**config.mk**
```make
export PLATFORM = sky130hd
export DESIGN_NAME = pipe_stage
export DESIGN_NICKNAME = d
export VERILOG_FILES = /design/src/rtl/pipe_pkg.sv /design/src/rtl/pipe_skid_buf.sv /design/src/rtl/pipe_stage.sv
export SDC_FILE = /design/constraint.sdc
export NUM_CORES = 1
export LEC_CHECK = 0
export ABC_AREA = 1
export CAP_MARGIN = 15
export CORE_MARGIN = 3
export CORE_UTILIZATION = 40
export DETAILED_ROUTE_END_ITERATION = 8
export HOLD_SLACK_MARGIN = 0.1
export PLACE_DENSITY_LB_ADDON = 0.1
export SYNTH_ARGS = -nofsm -noshare
export SYNTH_HDL_FRONTEND = slang
export SYNTH_SLANG_ARGS = --single-unit
```
**constraint.sdc**
```tcl
create_clock -name clk -period 1.5 [get_ports clk]
set_input_delay 0.225 -clock clk [delete_from_list [all_inputs] [get_ports clk]]
set_output_delay 0.225 -clock clk [all_outputs]
set_load 0.02 [all_outputs]
```
**src/rtl/pipe_pkg.sv**
```systemverilog
// rtl/pipe_pkg.sv - default widths, NOP control word and control field layout for pipe_stage
package pipe_pkg;

    localparam int DATA_W_DEF = 64;
    localparam int CTRL_W_DEF = 24;
    localparam logic [CTRL_W_DEF-1:0] NOP_CTRL_DEF = '0;

    // Control word layout, LSB first; bits above WREG are spare.
    localparam int ALUOP_OFS   = 0;
    localparam int ALUOP_W     = 4;
    localparam int ALU1SEL_OFS = 4;
    localparam int ALU1SEL_W   = 2;
    localparam int ALU2SEL_OFS = 6;
    localparam int ALU2SEL_W   = 2;
    localparam int MEMWE_OFS   = 8;
    localparam int MEMRE_OFS   = 9;
    localparam int REGWE_OFS   = 10;
    localparam int REGWSEL_OFS = 11;
    localparam int REGWSEL_W   = 2;
    localparam int HALT_OFS    = 13;
    localparam int WREG_OFS    = 14;
    localparam int WREG_W      = 4;

    typedef struct packed {
        logic [WREG_W-1:0]    wreg;
        logic                 halt;
        logic [REGWSEL_W-1:0] regwsel;
        logic                 regwe;
        logic                 memre;
        logic                 memwe;
        logic [ALU2SEL_W-1:0] alu2sel;
        logic [ALU1SEL_W-1:0] alu1sel;
        logic [ALUOP_W-1:0]   aluop;
    } ctrl_fields_t;

endpackage

```
**src/rtl/pipe_skid_buf.sv**
```systemverilog
// rtl/pipe_skid_buf.sv - one {ctrl,data} pipeline entry with its valid bit
module pipe_skid_buf
    import pipe_pkg::*;
#(
    parameter int                 DATA_W   = DATA_W_DEF,
    parameter int                 CTRL_W   = CTRL_W_DEF,
    parameter logic [CTRL_W-1:0]  NOP_CTRL = CTRL_W'(NOP_CTRL_DEF)
) (
    input  logic              clk,
    input  logic              rst,
    input  logic              wr_en_i,
    input  logic              wr_valid_i,
    input  logic [CTRL_W-1:0] wr_ctrl_i,
    input  logic [DATA_W-1:0] wr_data_i,
    output logic              valid_o,
    output logic [CTRL_W-1:0] ctrl_o,
    output logic [DATA_W-1:0] data_o
);

    logic              valid_q;
    logic [CTRL_W-1:0] ctrl_q;
    logic [DATA_W-1:0] data_q;

    // Invalidating writes park ctrl at NOP but leave the data payload alone.
    always_ff @(posedge clk or negedge rst) begin
        if (!rst) begin
            valid_q <= 1'b0;
            ctrl_q  <= NOP_CTRL;
            data_q  <= '0;
        end else if (wr_en_i) begin
            valid_q <= wr_valid_i;
            if (wr_valid_i) begin
                ctrl_q <= wr_ctrl_i;
                data_q <= wr_data_i;
            end else begin
                ctrl_q <= NOP_CTRL;
            end
        end
    end

    assign valid_o = valid_q;
    assign ctrl_o  = ctrl_q;
    assign data_o  = data_q;

endmodule

```
**src/rtl/pipe_stage.sv**
```systemverilog
// rtl/pipe_stage.sv - pipeline stage register with handshake, stall and flush; PIPE_STAGE_SKID_EN adds a 2-entry skid
module pipe_stage
    import pipe_pkg::*;
#(
    parameter int                 DATA_W   = DATA_W_DEF,
    parameter int                 CTRL_W   = CTRL_W_DEF,
    parameter logic [CTRL_W-1:0]  NOP_CTRL = CTRL_W'(NOP_CTRL_DEF)
) (
    input  logic              clk,
    input  logic              rst,
    input  logic              in_valid,
    output logic              in_ready,
    input  logic [CTRL_W-1:0] in_ctrl,
    input  logic [DATA_W-1:0] in_data,
    output logic              out_valid,
    input  logic              out_ready,
    output logic [CTRL_W-1:0] out_ctrl,
    output logic [DATA_W-1:0] out_data,
    input  logic              stall,
    input  logic              flush,
    output logic [1:0]        occupancy
);

    logic              accept;
    logic              deliver;
    logic [1:0]        occ_q;
    logic [1:0]        occ_d;
    logic              m_valid;
    logic [CTRL_W-1:0] m_ctrl;
    logic [DATA_W-1:0] m_data;
    logic              m_wr_en;
    logic              m_wr_valid;
    logic [CTRL_W-1:0] m_wr_ctrl;
    logic [DATA_W-1:0] m_wr_data;

    assign out_valid = m_valid & ~stall;
    assign out_ctrl  = out_valid ? m_ctrl : NOP_CTRL;
    assign out_data  = m_data;
    assign deliver   = out_valid & out_ready;
    assign accept    = in_valid & in_ready;
    assign occupancy = occ_q;

    pipe_skid_buf #(.DATA_W(DATA_W), .CTRL_W(CTRL_W), .NOP_CTRL(NOP_CTRL)) u_main (
        .clk        (clk),
        .rst        (rst),
        .wr_en_i    (m_wr_en),
        .wr_valid_i (m_wr_valid),
        .wr_ctrl_i  (m_wr_ctrl),
        .wr_data_i  (m_wr_data),
        .valid_o    (m_valid),
        .ctrl_o     (m_ctrl),
        .data_o     (m_data)
    );

`ifdef PIPE_STAGE_SKID_EN
    logic              ready_q;
    logic              s_valid;
    logic [CTRL_W-1:0] s_ctrl;
    logic [DATA_W-1:0] s_data;
    logic              s_wr_en;
    logic              s_wr_valid;

    // Registered room indicator keeps out_ready out of the in_ready path.
    assign in_ready = ready_q & ~stall & ~flush;

    always_ff @(posedge clk or negedge rst) begin
        if (!rst) begin
            ready_q <= 1'b1;
        end else begin
            ready_q <= (occ_d < 2'd2);
        end
    end

    always_comb begin
        m_wr_en    = 1'b0;
        m_wr_valid = 1'b0;
        m_wr_ctrl  = in_ctrl;
        m_wr_data  = in_data;
        s_wr_en    = 1'b0;
        s_wr_valid = 1'b0;
        if (flush) begin
            m_wr_en = 1'b1;
            s_wr_en = 1'b1;
        end else if (deliver) begin
            m_wr_en = 1'b1;
            if (s_valid) begin
                m_wr_valid = 1'b1;
                m_wr_ctrl  = s_ctrl;
                m_wr_data  = s_data;
                s_wr_en    = 1'b1;
                s_wr_valid = accept;
            end else begin
                m_wr_valid = accept;
            end
        end else if (accept) begin
            if (m_valid) begin
                s_wr_en    = 1'b1;
                s_wr_valid = 1'b1;
            end else begin
                m_wr_en    = 1'b1;
                m_wr_valid = 1'b1;
            end
        end
    end

    pipe_skid_buf #(.DATA_W(DATA_W), .CTRL_W(CTRL_W), .NOP_CTRL(NOP_CTRL)) u_skid (
        .clk        (clk),
        .rst        (rst),
        .wr_en_i    (s_wr_en),
        .wr_valid_i (s_wr_valid),
        .wr_ctrl_i  (in_ctrl),
        .wr_data_i  (in_data),
        .valid_o    (s_valid),
        .ctrl_o     (s_ctrl),
        .data_o     (s_data)
    );
`else
    assign in_ready   = ~stall & ~flush & (~m_valid | out_ready);
    assign m_wr_en    = flush | accept | deliver;
    assign m_wr_valid = ~flush & accept;
    assign m_wr_ctrl  = in_ctrl;
    assign m_wr_data  = in_data;
`endif

    always_comb begin
        occ_d = occ_q;
        if (flush) begin
            occ_d = '0;
        end else if (accept & ~deliver) begin
            occ_d = occ_q + 2'd1;
        end else if (deliver & ~accept) begin
            occ_d = occ_q - 2'd1;
        end
    end

    always_ff @(posedge clk or negedge rst) begin
        if (!rst) begin
            occ_q <= '0;
        end else begin
            occ_q <= occ_d;
        end
    end

endmodule
```
==> results.cfg <==
[sta]
tightest_slew_ns = 0.481
rsz0062_at_grt = true
setup_viol = 0
hold_viol_final = 0
min_period_ns = 1.49
fmax_ghz = 0.669
period_share_pct = 99.6
slew_headroom_pct = 67.9
fin_worst_skew_ns = 0.0124
setup-tns-final_ns = 0
maxSlewViolCount = 0

[die]
die_area_um2 = 10500
start_util_pct = 41.9
num_rows = 34
die_h_um = 102
ios = 186
core-area_um2 = 8850
dieWidth_um = 102

[placed_design]
gp_congestion = 0.777
hpwl_mm = 7.38
numPortBuffers = 185

[yosys]
synthXorXnorAreaFrac_pct = 0.236
synth-adder-area-share_pct = 0
yosysTopAreaCell = dfrtp_1
syn_inst = 428
synthTopCellsByArea = dfrtp_1 (61%), nand2_1 (23%), inv_1 (2.9%), nor2_1 (2.6%), o21ai_2 (2.4%)
synth_area_um2 = 3710
yosysTopAreaCellShare_pct = 61.4
yosysWarningCount = 0
seq_area_frac_synth_pct = 61.4
synth_cell_types = 22
synth-main-ff-cell = dfrtp_1
synth_seq_cells = 91
synth_compound_area_share_pct = 4.56
synth_edf_count = 0
avgSynthCellArea_um2 = 8.66
synth-simple-area-share_pct = 27.4
synthMuxAreaShare_pct = 0
synthArstFlopShare_pct = 100
synth_top_family_by_area = simple AND/OR/NAND/NOR gates
syn_nets = 522

[worst_hold_path]
whs_path_depth = 3
hold_path_class = in2reg
worstHoldEndpoint = u_main.data_o[42]$_DFFE_PN0P_
min_from = in_data[42]

[global_route]
grt_pass1_wl_mm = 16.2
first_global_vias = 3320
antenna_found_initial = 0
grt-ovfl-total = 0
grt_usage_pct = 19.6
grt_max_degree = 92

[detailed_routing]
drc = 0
wirelength_mm = 10.1
via_per_inst = 4.54
first_pass_iters = 4
drt_iter0_drc = 125
wl_per_cell_um = 13.7
num_vias = 3350
drtAntennaViolNets = 0

[finish]
nets = 719
area_delta_synth_final_pct = 62.0
drive_gt1_share_pct = 15.2
n_fill_cell = 765
utilization_pct = 67.9
n_antenna_cell = 0

[worst_setup_path]
worstSetupStartpointType = flip-flop
crit_type = reg2out
crit_fanout = 11
r2r_setup_slack_ns = 0.10
regToRegStartpoint = u_main.valid_o$_DFFE_PN0P_
end_kind = primary output
timing.rr.end = u_main.ctrl_o[16]$_DFFE_PN0P_
arrival_ns = 1.27
reg2reg_depth = 7
crit_required_ns = 1.27

[run]
drv_cap = 0

[power]
ir_drop_v = 0.000531
p_per_area_nw_per_um2 = 1050
leakage_uw = 0.00309
power_uw = 6330

[cts]
clk_pin_slew_ns = 0.10
tritoncts = built
clockRootBuffer = clkbuf_8
clkSinkCount = 91
cts-buffers-inserted = 9
htreeDepth = 3
cts.path.max_buffers = 2
clock_latency_ns = 0.35

[status]
status = completed
sequential cells by signal, indices dropped and copies added, names as in the netlist:
name / flops
u_main.valid_o: 1
u_main.ctrl_o: 24
occupancy: 2
u_main.data_o: 64
cell type report:
type / instances / area [um^2] / area share, %
Sequential cell: 91 / 2280 / 37.9
Timing Repair Buffer: 206 / 2030 / 33.9
Multi-Input combinational cell: 286 / 1260 / 21.0
Tap cell: 108 / 135 / 2.25
Clock buffer: 9 / 124 / 2.06
Inverter: 31 / 121 / 2.02
Clock inverter: 7 / 53.8 / 0.896
synthesized netlist by cell type, types with 2 or more instances:
cell / count
buf_4: 2
o21ai_1: 10
buf_6: 3
o21ai_2: 10
inv_2: 2
nand3_1: 3
buf_2: 12
inv_1: 29
nor2_1: 26
buf_1: 2
o21ai_0: 5
nand2_1: 224
dfrtp_1: 91
worst max-delay path, cell delays in order (launching register included):
cell and delay [ns]:
dfrtp_1 0.40, nand2_4 0.11, buf_16 0.17, nor2_2 0.09
buf_4 0.15
cells by family (layout without fill, tap and decap cells):
family	after synthesis	in the layout
XOR/XNOR	1	1
AND/OR/NAND/NOR	259	259
flip-flops	91	91
AO/OA/AOI/OAI	26	26
buffers and inverters	51	253
metrics by stage:
step / instances / setup slack, ns / hold slack, ns / instance area, um^2
CTS: 739 / -0.116 / 0.378 / 5890
floorplan: 428 / 0.319 / -0.0706 / 3710
global route: 738 / -0.0626 / 0.395 / 6010
detailed placement: 719 / -0.502 / 0.311 / 5790
finish: 738 / 0.00598 / 0.396 / 6010
global placement: 719 / -0.437 / 0.307 / 5790
how the worst max path moves through the flow:
stage,to,slack (ns),depth (start not counted),startpoint
4_1_cts,out_ctrl[17],-0.12,4,u_main.valid_o$_DFFE_PN0P_
3_5_place_dp,out_ctrl[17],-0.50,6,stall
3_3_place_gp,out_ctrl[18],-0.44,6,stall
6_report,out_ctrl[17],0.006,4,u_main.valid_o$_DFFE_PN0P_
2_1_floorplan,out_ctrl[14],0.32,3,u_main.valid_o$_DFFE_PN0P_
5_1_grt,out_ctrl[3],-0.06,4,u_main.valid_o$_DFFE_PN0P_
power breakdown:
group | switching (uW) | internal, uW
registers | 179 | 2820
logic | 1030 | 806
clock network | 878 | 610
total | 2090 | 4240
cells in the final DEF, fill, tap and decap left out, types with 3 or more instances in the layout:
cell,synthesis,final
buf_12,0,7
buf_4,2,19
buf_6,3,17
clkbuf_8,0,9
clkdlybuf4s50_1,0,91
clkinvlp_4,0,3
dfrtp_1,91,91
dlygate4sd2_1,0,67
inv_1,29,29
nand2_1,224,223
nand3_1,3,3
nor2_1,26,11
nor2_2,1,12
nor2_4,0,4
o21ai_0,5,5
o21ai_1,10,10
o21ai_2,10,10
what timing repair did:
item | 4_1_cts | 5_1_grt
setup buffers | 2 | 0
hold buffers | 1 | 0
endpoints found under the hold margin | 91 | 0
gates cloned | 1 | 0
setup endpoints to repair | 92 | 103
resized for setup | 193 | 47
pin swaps | 1 | 2
per-layer routing:
| metal | share of wire [%] | up-vias | routed length (um) | global-route usage (%) |
|---|---|---|---|---|
| met5 | 0 | - | 0 | 0 |
| met4 | 2.5 | 0 | 255 | 8.27 |
| met3 | 7.3 | 20 | 737 | 5.19 |
| met2 | 48 | 116 | 4850 | 30.9 |
| met1 | 42 | 1536 | 4270 | 25.6 |
| li1 | - | 1678 | - | - |
No activity file was read; power rests on OpenSTA's default activity.
